## config.mk

```make
export PLATFORM = sky130hd
export DESIGN_NAME = uart_cmd_rx_flat
export DESIGN_NICKNAME = d
export VERILOG_FILES = /design/src/rtl/uart_cmd_rx_if.sv /design/src/rtl/uart_cmd_rx.sv /design/src/flat_wrapper.sv
export SDC_FILE = /design/constraint.sdc
export NUM_CORES = 1
export LEC_CHECK = 0
export CAP_MARGIN = 10
export CELL_PAD_IN_SITES_DETAIL_PLACEMENT = 1
export CELL_PAD_IN_SITES_GLOBAL_PLACEMENT = 2
export CORE_MARGIN = 4
export CORE_UTILIZATION = 30
export CTS_CLUSTER_DIAMETER = 40
export DETAILED_ROUTE_END_ITERATION = 8
export DONT_BUFFER_PORTS = 1
export HOLD_SLACK_MARGIN = 0.06
export PLACE_DENSITY_LB_ADDON = 0.1
export SYNTH_ARGS = -nofsm -noshare
export SYNTH_HDL_FRONTEND = slang
export SYNTH_SLANG_ARGS = --single-unit
```

## constraint.sdc

```tcl
create_clock -name clk -period 3.8 [get_ports clk]
set_clock_uncertainty 0.15 [all_clocks]
set_input_delay 0.38 -clock clk [delete_from_list [all_inputs] [get_ports clk]]
set_output_delay 0.38 -clock clk [all_outputs]
set_load 0.1 [all_outputs]
```

## src/rtl/uart_cmd_rx_if.sv

```systemverilog
// Command/response handshake between the UART front end (master) and the
// command-processing stage (slave).
interface uart_cmd_rx_if;
  logic [7:0]  cmd;
  logic [15:0] data;
  logic        cmd_rdy;
  logic        clr_cmd_rdy;
  logic [7:0]  resp;
  logic        send_resp;
  logic        resp_sent;

  modport master (
    output cmd, data, cmd_rdy, resp_sent,
    input  clr_cmd_rdy, resp, send_resp
  );

  modport slave (
    input  cmd, data, cmd_rdy, resp_sent,
    output clr_cmd_rdy, resp, send_resp
  );
endinterface

```

## src/rtl/uart_cmd_rx.sv

```systemverilog
// 8N1 UART command front end: receives 3-byte command frames (cmd, data hi,
// data lo) and transmits single response bytes, full duplex.
module uart_cmd_rx #(
  parameter int BAUD_DIV = 2604,
  parameter int FRAME_TO = 80000
) (
  input  logic             clk,
  input  logic             rst_n,
  input  logic             RX,
  output logic             TX,
  uart_cmd_rx_if.master    host
);

  localparam int              TW     = $clog2(FRAME_TO + 1);
  localparam logic [11:0]     BAUD_L = 12'(BAUD_DIV);
  localparam logic [11:0]     BAUD_M = 12'(BAUD_DIV - 1);
  localparam logic [11:0]     HALF_L = 12'(BAUD_DIV / 2);
  localparam logic [TW-1:0]   TO_L   = TW'(FRAME_TO - 1);

  typedef enum logic [1:0] {RX_IDLE, RX_START, RX_DATA, RX_STOP} rx_state_e;
  typedef enum logic [1:0] {F_CMD, F_HI, F_LO} f_state_e;
  typedef enum logic       {TX_IDLE, TX_SHIFT} tx_state_e;

  logic        rx_s1_q, rx_s2_q, rx_prev_q;
  rx_state_e   rx_state_q;
  logic [11:0] rx_cnt_q;
  logic [2:0]  rx_bit_q;
  logic [7:0]  rx_shift_q;

  f_state_e    f_state_q;
  logic [7:0]  pcmd_q, hi_q, cmd_q;
  logic [15:0] data_q;
  logic        cmd_rdy_q;
  logic [TW-1:0] tmr_q;

  tx_state_e   tx_state_q;
  logic [9:0]  tx_sh_q;
  logic [11:0] tx_cnt_q;
  logic [3:0]  tx_bit_q;
  logic        tx_q, resp_sent_q;

  logic start_det_d, smp_d, byte_vld_d, frame_err_d, tx_load_d;

  // Previous-sample flop turns the synchronized level into a falling-edge detect
  always_ff @(posedge clk or negedge rst_n) begin
    if (!rst_n) begin
      rx_s1_q   <= 1'b1;
      rx_s2_q   <= 1'b1;
      rx_prev_q <= 1'b1;
    end else begin
      rx_s1_q   <= RX;
      rx_s2_q   <= rx_s1_q;
      rx_prev_q <= rx_s2_q;
    end
  end

  assign start_det_d = (rx_state_q == RX_IDLE) && rx_prev_q && !rx_s2_q;
  assign smp_d       = (rx_cnt_q == 12'd1);
  assign byte_vld_d  = (rx_state_q == RX_STOP) && smp_d && rx_s2_q;
  assign frame_err_d = (rx_state_q == RX_STOP) && smp_d && !rx_s2_q;

  always_ff @(posedge clk or negedge rst_n) begin
    if (!rst_n) begin
      rx_state_q <= RX_IDLE;
      rx_cnt_q   <= 12'd0;
      rx_bit_q   <= 3'd0;
      rx_shift_q <= 8'd0;
    end else begin
      case (rx_state_q)
        RX_IDLE: begin
          if (start_det_d) begin
            rx_state_q <= RX_START;
            rx_cnt_q   <= HALF_L;
          end
        end
        RX_START: begin
          if (smp_d) begin
            if (rx_s2_q) begin
              rx_state_q <= RX_IDLE;
              rx_cnt_q   <= 12'd0;
            end else begin
              rx_state_q <= RX_DATA;
              rx_cnt_q   <= BAUD_L;
              rx_bit_q   <= 3'd0;
            end
          end else begin
            rx_cnt_q <= rx_cnt_q - 12'd1;
          end
        end
        RX_DATA: begin
          if (smp_d) begin
            rx_shift_q <= {rx_s2_q, rx_shift_q[7:1]};
            rx_cnt_q   <= BAUD_L;
            if (rx_bit_q == 3'd7) rx_state_q <= RX_STOP;
            else                  rx_bit_q   <= rx_bit_q + 3'd1;
          end else begin
            rx_cnt_q <= rx_cnt_q - 12'd1;
          end
        end
        RX_STOP: begin
          if (smp_d) begin
            rx_state_q <= RX_IDLE;
            rx_cnt_q   <= 12'd0;
          end else begin
            rx_cnt_q <= rx_cnt_q - 12'd1;
          end
        end
        default: rx_state_q <= RX_IDLE;
      endcase
    end
  end

  // Frame assembly; a completing frame's set of cmd_rdy overrides a same-cycle clear
  always_ff @(posedge clk or negedge rst_n) begin
    if (!rst_n) begin
      f_state_q <= F_CMD;
      pcmd_q    <= 8'd0;
      hi_q      <= 8'd0;
      cmd_q     <= 8'd0;
      data_q    <= 16'd0;
      cmd_rdy_q <= 1'b0;
      tmr_q     <= '0;
    end else begin
      if (host.clr_cmd_rdy) cmd_rdy_q <= 1'b0;

      if (frame_err_d) begin
        f_state_q <= F_CMD;
      end else if (byte_vld_d) begin
        case (f_state_q)
          F_CMD: begin
            pcmd_q    <= rx_shift_q;
            f_state_q <= F_HI;
          end
          F_HI: begin
            hi_q      <= rx_shift_q;
            f_state_q <= F_LO;
          end
          F_LO: begin
            cmd_q     <= pcmd_q;
            data_q    <= {hi_q, rx_shift_q};
            cmd_rdy_q <= 1'b1;
            f_state_q <= F_CMD;
          end
          default: f_state_q <= F_CMD;
        endcase
      end else if (f_state_q != F_CMD && rx_state_q == RX_IDLE &&
                   !start_det_d && tmr_q == TO_L) begin
        f_state_q <= F_CMD;
      end

      // Inter-byte timer only counts while a partial frame waits on an idle line
      if (f_state_q == F_CMD || start_det_d || rx_state_q != RX_IDLE || tmr_q == TO_L)
        tmr_q <= '0;
      else
        tmr_q <= tmr_q + 1'b1;
    end
  end

  // A response can be loaded from idle or on the final clock of the previous stop bit
  assign tx_load_d = host.send_resp &&
                     (tx_state_q == TX_IDLE || (tx_cnt_q == 12'd0 && tx_bit_q == 4'd9));

  always_ff @(posedge clk or negedge rst_n) begin
    if (!rst_n) begin
      tx_state_q  <= TX_IDLE;
      tx_sh_q     <= 10'h3FF;
      tx_cnt_q    <= 12'd0;
      tx_bit_q    <= 4'd0;
      tx_q        <= 1'b1;
      resp_sent_q <= 1'b0;
    end else begin
      resp_sent_q <= (tx_state_q == TX_SHIFT) && (tx_bit_q == 4'd9) && (tx_cnt_q == 12'd1);
      if (tx_load_d) begin
        tx_state_q <= TX_SHIFT;
        tx_sh_q    <= {1'b1, host.resp, 1'b0};
        tx_q       <= 1'b0;
        tx_cnt_q   <= BAUD_M;
        tx_bit_q   <= 4'd0;
      end else if (tx_state_q == TX_SHIFT) begin
        if (tx_cnt_q == 12'd0) begin
          if (tx_bit_q == 4'd9) begin
            tx_state_q <= TX_IDLE;
            tx_q       <= 1'b1;
          end else begin
            tx_q     <= tx_sh_q[1];
            tx_sh_q  <= {1'b1, tx_sh_q[9:1]};
            tx_bit_q <= tx_bit_q + 4'd1;
            tx_cnt_q <= BAUD_M;
          end
        end else begin
          tx_cnt_q <= tx_cnt_q - 12'd1;
        end
      end
    end
  end

  assign TX             = tx_q;
  assign host.cmd       = cmd_q;
  assign host.data      = data_q;
  assign host.cmd_rdy   = cmd_rdy_q;
  assign host.resp_sent = resp_sent_q;

endmodule

```

## src/flat_wrapper.sv

```systemverilog
// flat-port wrapper written by rule: the top's interface ports become plain ports
module uart_cmd_rx_flat 
#(
  parameter int BAUD_DIV = 2604,
  parameter int FRAME_TO = 80000
)
  (clk, rst_n, RX, TX, host_cmd, host_data, host_cmd_rdy, host_resp_sent, host_clr_cmd_rdy, host_resp, host_send_resp);
  uart_cmd_rx_if host_i ();
  input  logic clk;
  input  logic rst_n;
  input  logic RX;
  output logic TX;
  output wire logic [$bits(host_i.cmd)-1:0] host_cmd;
  output wire logic [$bits(host_i.data)-1:0] host_data;
  output wire logic [$bits(host_i.cmd_rdy)-1:0] host_cmd_rdy;
  output wire logic [$bits(host_i.resp_sent)-1:0] host_resp_sent;
  input wire logic [$bits(host_i.clr_cmd_rdy)-1:0] host_clr_cmd_rdy;
  input wire logic [$bits(host_i.resp)-1:0] host_resp;
  input wire logic [$bits(host_i.send_resp)-1:0] host_send_resp;
  assign host_cmd = host_i.cmd;
  assign host_data = host_i.data;
  assign host_cmd_rdy = host_i.cmd_rdy;
  assign host_resp_sent = host_i.resp_sent;
  assign host_i.clr_cmd_rdy = host_clr_cmd_rdy;
  assign host_i.resp = host_resp;
  assign host_i.send_resp = host_send_resp;
  uart_cmd_rx #(.BAUD_DIV(BAUD_DIV), .FRAME_TO(FRAME_TO)) u_core (.clk(clk), .rst_n(rst_n), .RX(RX), .TX(TX), .host(host_i));
endmodule
```

---- Word level (Yosys, flattened, before mapping) ----
Index checks and enable logic that the tools add are counted.
word-level totals
  bits in registers ....................... 117
  input port bits ......................... 13
  output and inout port bits .............. 27
  logic and storage cells ................. 129
operators by class
  $add $sub $neg .......................... 5
  equal/unequal tests ..................... 19
  multiplexer cells ....................... 47
  bitwise logic cells ..................... 2
  reduce and logical (&&, ||, !) cells .... 36
operators with widths
  operator               number
  $mux 12                9
  $pmux 12 s4            1
  $mux 10                4
  $eq 12x1->1 const B    2
  $sub 12x1->12 const B  2
  $mux 2                 9
  $add 17x1->17 const B  1
  $eq 17x17->1 const B   1
  $mux 17                1
  $mux 4                 4
  $logic_and 1x1->1      12
  $logic_not 12->1       1
  $mux 1                 12
  $mux 3                 4
  $ne 2x1->1 const B     6
  $reduce_and 3->1       4
  $reduce_and 5->1       2
  $reduce_bool 2->1      5
  $pmux 2 s4             1
  $eq 2x2->1 const B     3
  $pmux 3 s2             1
  $reduce_and 2->1       3
  $add 4x1->4 const B    1
  $eq 2x1->1 const B     2
  other kinds (11)       18

---- Longest topological paths before layout ----
Gate-level depths: netlist (run 1).
  word-level depth ........................ 9
  depth in mapped cells ................... 8
  depth with buffers taken out ............ 6

---- Least setup slack after synthesis (run 1) ----
Ideal clock, no wire load.
  kind .................................... reg-to-reg
  from .................................... reg u_core.rx_cnt_q[1]
  to ...................................... reg u_core.cmd_q[0] (netlist: u_core.host.cmd[0])
  setup time .............................. 0.125 ns
  arrival ................................. 2.076 ns
  data required time ...................... 3.525 ns
  setup slack ............................. 1.448 ns
  stages on the path, launching flop included .. 9
  path buffers ............................ 2
  clock period less this slack ............ 2.352 ns
  cell sequence ........................... dfrtp_1 inv_1 ha_1 nor4b_2 nand3_2 or4_1 buf_6 buf_12 mux2_4
on the way
  cells in the longest elaborated chain, start to end .. 5
  elaborated cells between the ends (all ways) .. 6
  those cells by class .................... eq/ne: 1; bitwise: 1; reduce/logical: 4
RTL lines
  what                                   line                                  RTL
  from (decl)                            uart_cmd_rx.sv:26                     logic [11:0] rx_cnt_q;
  from (signal assigned)                 uart_cmd_rx.sv:87                     rx_cnt_q <= rx_cnt_q - 12'd1;
  from (signal assigned)                 uart_cmd_rx.sv:97                     rx_cnt_q <= rx_cnt_q - 12'd1;
  from (signal assigned)                 uart_cmd_rx.sv:105                    rx_cnt_q <= rx_cnt_q - 12'd1;
  $eq 12x1->1 (*)                        uart_cmd_rx.sv:58                     assign smp_d = (rx_cnt_q == 12'd1);
  $logic_and 1x1->1 (*)                  uart_cmd_rx.sv:59, uart_cmd_rx.sv:60
  $logic_and 1x1->1                      uart_cmd_rx.sv:60                     assign frame_err_d = (rx_state_q == RX_STOP) && smp_d && !rx_s2_q;
  $not 1->1 (no source line)             n/a
  $reduce_and 3->1 (no source line) (*)  n/a
  to (signal assigned)                   uart_cmd_rx.sv:139                    cmd_q <= pcmd_q;
  to (decl)                              uart_cmd_rx.sv:31                     logic [7:0] pcmd_q, hi_q, cmd_q;
Every way passes the cells marked *; elsewhere a longest branch is shown, timed or not.
A chain may end at the register's enable or synchronous reset.

---- Worst setup path in the final report (run 1) ----
  from .................................... reg u_core.rx_cnt_q[1]
  to ...................................... reg u_core.cmd_q[3] (netlist: u_core.host.cmd[3])
The elaborated chain is that of the path after synthesis.

==> impl_metrics.py, run 1 <==
metrics = {
    "status": {
        "outcome": "completed",
    },
    "routing": {
        "route.met3.wl_um": 432,
        "route.detailed.drc": 0,
        "viasPerCell": 5.27,
        "first_pass_iteration_count_of_the_detailed_router": 4,
        "dr.first_iter.drc_count": 156,
        "number_of_nets_with_antenna_violations_after_routing": 0,
        "wirelength_mm": 13.6,
        "vias": 3888,
        "wl_met1_mm": 6.45,
        "uppermost_metal_layer_occupied_by_signal_nets": "met4",
        "avgRoutedWirePerCell_um": 18.4,
        "dr_wl_met2_mm": 6.51,
    },
    "worst_setup_path": {
        "cp-start-kind": "flip-flop",
        "reg2regPathDepth": 7,
        "crit_fanout": 25,
        "setup_slack_of_the_worst_register_to_register_path_ps": 1030,
        "path_cells": "inv_1 -> ha_1 -> nor4b_2 -> nand3_2 -> or4_1 -> buf_4 -> mux2_4",
        "timing.rr.start": "u_core.rx_cnt_q[1]",
        "crit_required_ps": 3950,
        "crit_type": "flip-flop to flip-flop",
        "cp-end-kind": "flip-flop",
        "crit-reg2reg-capture": "u_core.host.cmd[3]",
        "crit_path_max_incr_delay_ps": 540,
        "critical_path.slowest_cell": "sky130_fd_sc_hd__or4_1",
        "crit_arrival_ps": 2920,
    },
    "grt": {
        "gr-usage-all-layers": 0.133,
        "initial_antenna_violation_count": 0,
        "number_of_global_route_vias_before_repair": 4224,
        "first_pass_grt_wire_length_mm": 22.6,
        "grt_start_max_net_pins": 116,
        "grt_overflow_total": 0,
    },
    "floorplan": {
        "core-area_mm2": 0.0182,
        "die-width_um": 145,
        "std_cell_rows": 49,
        "floorplan_die_area_mm2": 0.0211,
        "start_util": 0.310,
        "die_height_um": 145,
        "ioPinCount": 40,
    },
    "final_layout": {
        "nNetsFinal": 523,
        "finalCoreUtilization": 0.359,
        "antennaDiodeCount": 0,
        "layoutNonFillerInstCount": 738,
        "share_of_final_layout_standard_cells_stronger_than_drive_strength_1": 0.222,
        "layout-area-overhead-vs-synth_pct": 15.8,
    },
    "placement": {
        "place.detailed.instances": 694,
        "port_buffer_count": 0,
        "gp_congestion": 0.763,
        "dpl.hpwl_mm": 8.65,
    },
    "timing": {
        "setup_repair_after_global_routing_missed_its_margin": "false",
        "hold_ws_ps": 99.1,
        "period_needed_ps": 2770,
        "max_clk_rate_mhz": 361,
        "setup-violations-final": 0,
        "setup_tns_ps": 0,
        "final_max_slew_viol_count": 0,
        "timing_worst_slew_pin_value_ps": 1010,
        "final_min_period_over_clock_period": 0.729,
        "slew_headroom": 0.321,
        "report.final.hold_viol_count": 0,
    },
    "synth": {
        "syn_avg_cell_area_um2": 11.8,
        "synthesis.nets": 505,
        "netlist.area_leader.share": 0.457,
        "post_synth_instance_area_mm2": 0.00565,
        "synthFlopType": "sky130_fd_sc_hd__dfrtp_1",
        "synth_commonest_cells": "103 x sky130_fd_sc_hd__dfrtp_1, 35 x sky130_fd_sc_hd__mux2_4, 30 x sky130_fd_sc_hd__nand2_1",
        "synth_enable_flop_cells": 0,
        "synth_seq_area_share": 0.512,
        "synth-async-reset-ratio": 1.00,
        "synth_warnings": 0,
        "postSynthCellCount": 478,
        "netlist_top_cells_area": "sky130_fd_sc_hd__dfrtp_1 46%, sky130_fd_sc_hd__mux2_4 9.3%, sky130_fd_sc_hd__dfstp_2 5.6%",
        "yosys.area.top_type": "sky130_fd_sc_hd__dfrtp_1",
        "synth.ff_latch_count": 115,
        "post-synth-top-count-cell": "sky130_fd_sc_hd__dfrtp_1",
        "distinct_cell_type_count_after_synthesis": 69,
    },
    "hold_path": {
        "min-delay-start": "host_resp[6]",
        "worstHoldPathType": "input pin to flip-flop",
        "hold_depth": 2,
        "min_to": "u_core.tx_sh_q[7]",
    },
    "clocking": {
        "hold_buffers": 12,
        "cts.root.buffer_cell": "sky130_fd_sc_hd__clkbuf_16",
        "numCtsBuffers": 17,
        "cts_tree": "done",
        "cts-root-to-sink-buffers": 2,
        "cts.sink_count": 115,
        "ctsResizeCount": 0,
        "post_cts_buffers": 0,
        "clk_latency_ps": 420,
        "clock_pin_slew_on_the_worst_setup_and_hold_paths_ps": 60,
        "htreeDepth": 4,
    },
    "power_and_ir_drop": {
        "powerDensity_mw_per_mm2": 535,
        "switch_pwr_uw": 1080,
        "cell_internal_pwr_uw": 2420,
        "cellLeakagePower_uw": 0.00291,
        "power_frac_clock": 0.445,
        "ir_worst_vdd_mv": 0.294,
        "p_total_uw": 3500,
        "seq_power_share": 0.396,
        "power.combinational.fraction": 0.159,
        "power.switching_fraction": 0.309,
    },
    "run": {
        "cap_violations": 0,
    },
}
power by group through the flow:
stage | logic (µW) | clock network, µW | registers, µW
6_report | 557 | 1560 | 1390
2_1_floorplan | 386 | 0 | 1380
3_5_place_dp | 523 | 0 | 1410
4_1_cts | 566 | 1610 | 1380
5_1_grt | 633 | 1670 | 1400
3_3_place_gp | 514 | 0 | 1400
critical path: cells and delay by family, from the launching register on:
family / cells / cell delay [ps]
multiplexers: 1 / 350
adder cells (fa/ha/maj): 1 / 150
AND/OR/NAND/NOR: 3 / 1220
flip-flops: 1 / 390
buffers and inverters: 2 / 370
cell type report:
class | instances | area (µm²)
clock inverters | 15 | 144
fillers | 1964 | 11700
multi-input cells | 326 | 2550
well taps | 229 | 287
clock buffers | 17 | 425
inverters | 20 | 75.1
flip-flops and latches | 115 | 2890
repair buffers | 16 | 168
routing by layer:
metal,global-route usage,vias up
li1,-,1817
met1,0.167,2015
met2,0.217,45
met3,0.0399,11
met4,0.0461,0
met5,0,-
worst max path at each step:
stage                            start              endpoint  slack, ps  depth (start not counted)
finish              u_core.rx_cnt_q[1]    u_core.host.cmd[3]       1030                          7
floorplan           u_core.rx_cnt_q[1]    u_core.host.cmd[0]       1450                          8
CTS                 u_core.rx_cnt_q[1]  u_core.host.data[14]       1030                          7
global placement    u_core.tx_cnt_q[0]    u_core.tx_cnt_q[2]       1090                          6
global route        u_core.tx_cnt_q[0]    u_core.tx_cnt_q[2]        840                          6
detailed placement  u_core.rx_cnt_q[1]    u_core.host.cmd[3]       1070                          7
flip-flops by register name, summed over array words and instances (netlist names), named ones only:
register	count
u_core.host.resp_sent	1
u_core.host.cmd	8
u_core.hi_q	8
u_core.rx_state_q	1
u_core.rx_s1_q	1
u_core.rx_shift_q	8
u_core.f_state_q	2
u_core.host.data	16
u_core.tx_sh_q	8
u_core.rx_bit_q	3
u_core.rx_cnt_q	12
u_core.pcmd_q	8
u_core.TX	1
u_core.tx_cnt_q	12
u_core.tx_bit_q	4
u_core.rx_prev_q	1
u_core.tx_state_q	1
u_core.host.cmd_rdy	1
u_core.tmr_q	17
u_core.rx_s2_q	1
cell usage in the layout, fill, tap and decap left out, types with 3 or more instances in the layout:
master / instances
sky130_fd_sc_hd__nand4_1: 4
sky130_fd_sc_hd__a22oi_1: 3
sky130_fd_sc_hd__a21oi_1: 13
sky130_fd_sc_hd__o22ai_1: 10
sky130_fd_sc_hd__or4_1: 5
sky130_fd_sc_hd__clkbuf_16: 17
sky130_fd_sc_hd__nand3_1: 10
sky130_fd_sc_hd__inv_1: 20
sky130_fd_sc_hd__mux2_2: 16
sky130_fd_sc_hd__nor3_1: 13
sky130_fd_sc_hd__and3_1: 6
sky130_fd_sc_hd__mux2_4: 35
sky130_fd_sc_hd__nand2b_1: 4
sky130_fd_sc_hd__ha_1: 14
sky130_fd_sc_hd__nor2_1: 28
sky130_fd_sc_hd__or3_1: 6
sky130_fd_sc_hd__nand2_1: 30
sky130_fd_sc_hd__a2bb2oi_1: 8
sky130_fd_sc_hd__a22o_1: 3
sky130_fd_sc_hd__o211ai_1: 7
sky130_fd_sc_hd__clkinvlp_4: 3
sky130_fd_sc_hd__o21ai_0: 20
sky130_fd_sc_hd__buf_4: 4
sky130_fd_sc_hd__inv_6: 6
sky130_fd_sc_hd__a31oi_1: 5
sky130_fd_sc_hd__o31ai_1: 5
sky130_fd_sc_hd__mux2i_1: 8
sky130_fd_sc_hd__xnor2_1: 7
sky130_fd_sc_hd__o2111ai_1: 4
sky130_fd_sc_hd__dlygate4sd3_1: 11
sky130_fd_sc_hd__dfrtp_1: 103
sky130_fd_sc_hd__xor2_1: 5
sky130_fd_sc_hd__nor4_1: 11
sky130_fd_sc_hd__dfstp_2: 12
logic make-up (layout without fill, tap and decap cells):
kind of cell | after synthesis | count (layout) | synth area share
adder cells (fa/ha/maj) | 14 | 14 | 0.0310
flip-flops | 115 | 115 | 0.512
AO/OA/AOI/OAI | 101 | 101 | 0.126
XOR/XNOR | 12 | 12 | 0.0186
multiplexers | 59 | 59 | 0.139
buffers and inverters | 37 | 68 | 0.0361
AND/OR/NAND/NOR | 140 | 140 | 0.137
stage by stage:
step,area [µm²],worst slack (ps)
floorplan,5650,1450
global placement,5830,1090
detailed placement,5830,1070
CTS,6540,1030
global route,6540,844
finish,6540,1030
Power figures use the tool's default switching activity.
==> run 2, diff against run 1 <==
==> constraint.sdc (replaced) <==
create_clock -name clk -period 2.3 [get_ports clk]
set_clock_uncertainty 0.15 [all_clocks]
set_input_delay 0.23 -clock clk [delete_from_list [all_inputs] [get_ports clk]]
set_output_delay 0.23 -clock clk [all_outputs]
set_load 0.1 [all_outputs]
==> run 2 against run 1 <==
Compared with the run above: global-route usage increased by 0.37 points; sequential share of layout area down 2.8 points; critical path depth is the same; first-iteration DRC count stayed put; final cell count increased by 6.2%; clock power grew 77%; non-clock buffer count is 46 higher; critical endpoint is now u_core.host.data[4]; power up 78%; count of clock-buffer cells in the layout unchanged; maximum frequency increased by 21%; combinational power rose by 120%; the run now ends with negative hold slack left.
==> impl_metrics.py, run 2 (synthesis results as in run 1) <==
metrics = {
    "floorplan": {
        "std_cell_rows": 49,
        "core-area_mm2": 0.0182,
        "floorplan_die_area_mm2": 0.0211,
        "die_height_um": 145,
        "ioPinCount": 40,
        "die-width_um": 145,
        "start_util": 0.310,
    },
    "routing": {
        "avgRoutedWirePerCell_um": 17.6,
        "route.detailed.drc": 0,
        "wirelength_mm": 13.8,
        "number_of_nets_with_antenna_violations_after_routing": 0,
        "vias": 4021,
        "first_pass_iteration_count_of_the_detailed_router": 4,
        "dr.first_iter.drc_count": 156,
        "viasPerCell": 5.13,
    },
    "status": {
        "violations_in_the_final_reports": "negative hold slack",
        "outcome": "finished, violations left",
    },
    "timing": {
        "report.final.hold_viol_count": 115,
        "period_needed_ps": 2280,
        "final_max_slew_viol_count": 0,
        "max_clk_rate_mhz": 438,
        "setup_repair_after_global_routing_missed_its_margin": "true",
        "hold_ws_ps": -646,
        "timing_worst_slew_pin_value_ps": 946,
        "setup-violations-final": 0,
        "final_min_period_over_clock_period": 0.993,
        "slew_headroom": 0.369,
        "worst_setup_slack_final_ps": 16.8,
    },
    "grt": {
        "grt_overflow_total": 0,
        "grt_start_max_net_pins": 116,
        "initial_antenna_violation_count": 0,
        "gr-usage-all-layers": 0.136,
        "number_of_global_route_vias_before_repair": 4335,
        "first_pass_grt_wire_length_mm": 23.3,
    },
    "worst_setup_path": {
        "timing.rr.start": "u_core.rx_cnt_q[1]",
        "critical_path.slowest_cell": "sky130_fd_sc_hd__or4_4",
        "top_family_by_delay_on_critical_path": "simple AND/OR/NAND/NOR gates",
        "crit_required_ps": 2450,
        "reg2regPathDepth": 7,
        "cp-start-kind": "flip-flop",
        "path_cells": "inv_2 -> ha_4 -> nor4b_4 -> nand3_2 -> or4_4 -> buf_12 -> mux2_4",
        "crit_arrival_ps": 2430,
        "crit_fanout": 13,
        "crit_path_max_incr_delay_ps": 570,
        "worst_path_buf_inv": 2,
        "setup_slack_of_the_worst_register_to_register_path_ps": 20,
        "crit_type": "flip-flop to flip-flop",
        "cp-end-kind": "flip-flop",
        "crit-reg2reg-capture": "u_core.host.data[4]",
    },
    "clocking": {
        "cts_tree": "done",
        "clock_pin_slew_on_the_worst_setup_and_hold_paths_ps": 60,
        "cts.sink_count": 115,
        "htreeDepth": 4,
        "cts-root-to-sink-buffers": 2,
        "cts.root.buffer_cell": "sky130_fd_sc_hd__clkbuf_16",
        "clk_latency_ps": 420,
        "hold_buffers": 11,
        "numCtsBuffers": 17,
    },
    "power_and_ir_drop": {
        "cellLeakagePower_uw": 0.00318,
        "seq_power_share": 0.363,
        "powerDensity_mw_per_mm2": 893,
        "ir_worst_vdd_mv": 0.450,
        "power.combinational.fraction": 0.196,
        "switch_pwr_uw": 1880,
        "power_frac_clock": 0.442,
        "cell_internal_pwr_uw": 4360,
        "power.switching_fraction": 0.302,
        "p_total_uw": 6240,
    },
    "placement": {
        "gp_congestion": 0.772,
        "dp_worst_setup_slack_ps": -37.5,
        "detailed_place.area_mm2": 0.00618,
        "port_buffer_count": 0,
        "dpl.hpwl_mm": 9.11,
    },
    "final_layout": {
        "nNetsFinal": 569,
        "layout-area-overhead-vs-synth_pct": 23.7,
        "fill_cells": 1932,
        "most-common-layout-cells": "103 x sky130_fd_sc_hd__dfrtp_1, 47 x sky130_fd_sc_hd__buf_4, 35 x sky130_fd_sc_hd__mux2_4, 29 x sky130_fd_sc_hd__nand2_1, 28 x sky130_fd_sc_hd__nor2_1",
        "register_ranked_first_by_flip_flop_count": "u_core.tmr_q",
        "most_common_cell_after_layout_fill_and_taps_aside": "sky130_fd_sc_hd__dfrtp_1",
        "final_area_mm2": 0.00699,
        "largest_register_ff_count": 17,
        "share_of_final_layout_standard_cells_stronger_than_drive_strength_1": 0.297,
        "antennaDiodeCount": 0,
    },
    "run": {
        "cap_violations": 0,
    },
    "hold_path": {
        "worstHoldPathType": "input pin to async pin",
    },
}
[run 2: cell count changes in the layout (fill, tap and decap cells not counted), sizes merged]
cell / delta
inv: +4
clkbuf: +1
buf: +45
clkinvlp: -2
bufinv: +1
clkinv: -3
[run 2: how the worst max path moves through the flow]
stage	slack [ps]	from	to	cells after the start
floorplan	-10	u_core.rx_cnt_q[4]	u_core.host.cmd[0]	6
global placement	8	u_core.rx_cnt_q[1]	u_core.host.cmd[1]	7
detailed placement	-40	u_core.rx_cnt_q[1]	u_core.host.data[8]	7
finish	20	u_core.rx_cnt_q[1]	u_core.host.data[4]	7
CTS	10	u_core.rx_cnt_q[1]	u_core.host.data[4]	7
global route	-90	u_core.rx_cnt_q[1]	u_core.host.data[4]	7
[run 2: layer usage]
layer,track usage,routed length [µm]
met1,0.181,6780
met2,0.215,6480
met3,0.0396,383
met4,0.0456,191
met5,0,0
[run 2: cell type report]
| type | instances | area, µm² | area share |
|---|---|---|---|
| Tap cell | 229 | 287 | 0.0410 |
| Timing Repair Buffer | 62 | 539 | 0.0772 |
| Inverter | 20 | 75.1 | 0.0107 |
| Sequential cell | 115 | 2890 | 0.414 |
| Clock buffer | 17 | 425 | 0.0609 |
| Clock inverter | 15 | 183 | 0.0262 |
| Multi-Input combinational cell | 326 | 2580 | 0.370 |
[run 2: what timing repair did]
| action | CTS | global route |
|---|---|---|
| buffers inserted | 0 | 3 |
| resized for setup | 2 | 6 |
| endpoints found under the setup margin | 24 | 43 |
| cloned | 0 | 2 |
| hold endpoints to repair | 134 | 115 |
| pin swaps | 1 | 0 |
[run 2: per-stage QoR]
step	util	instances	setup TNS (ps)
3_3_place_gp	0.340	736	0
2_1_floorplan	-	478	-254
6_report	0.384	784	0
3_5_place_dp	0.340	736	-655
4_1_cts	0.379	779	0
5_1_grt	0.384	784	-1650
[run 2: worst reg2reg max path, delay by kind of cell (launching register included)]
family / cells / cell delay (ps)
simple gates: 3 / 950
fa+ha+maj: 1 / 110
buf+inv: 2 / 270
flops: 1 / 380
mux: 1 / 310
[run 2: power by group through the flow]
stage | combinational [µW] | clock [µW] | sequential (µW)
after floorplan | 650 | 0 | 2290
after global placement | 1150 | 0 | 2290
after detailed placement | 1160 | 0 | 2290
after CTS | 1180 | 2850 | 2260
after global routing | 1350 | 2950 | 2280
final | 1220 | 2760 | 2260
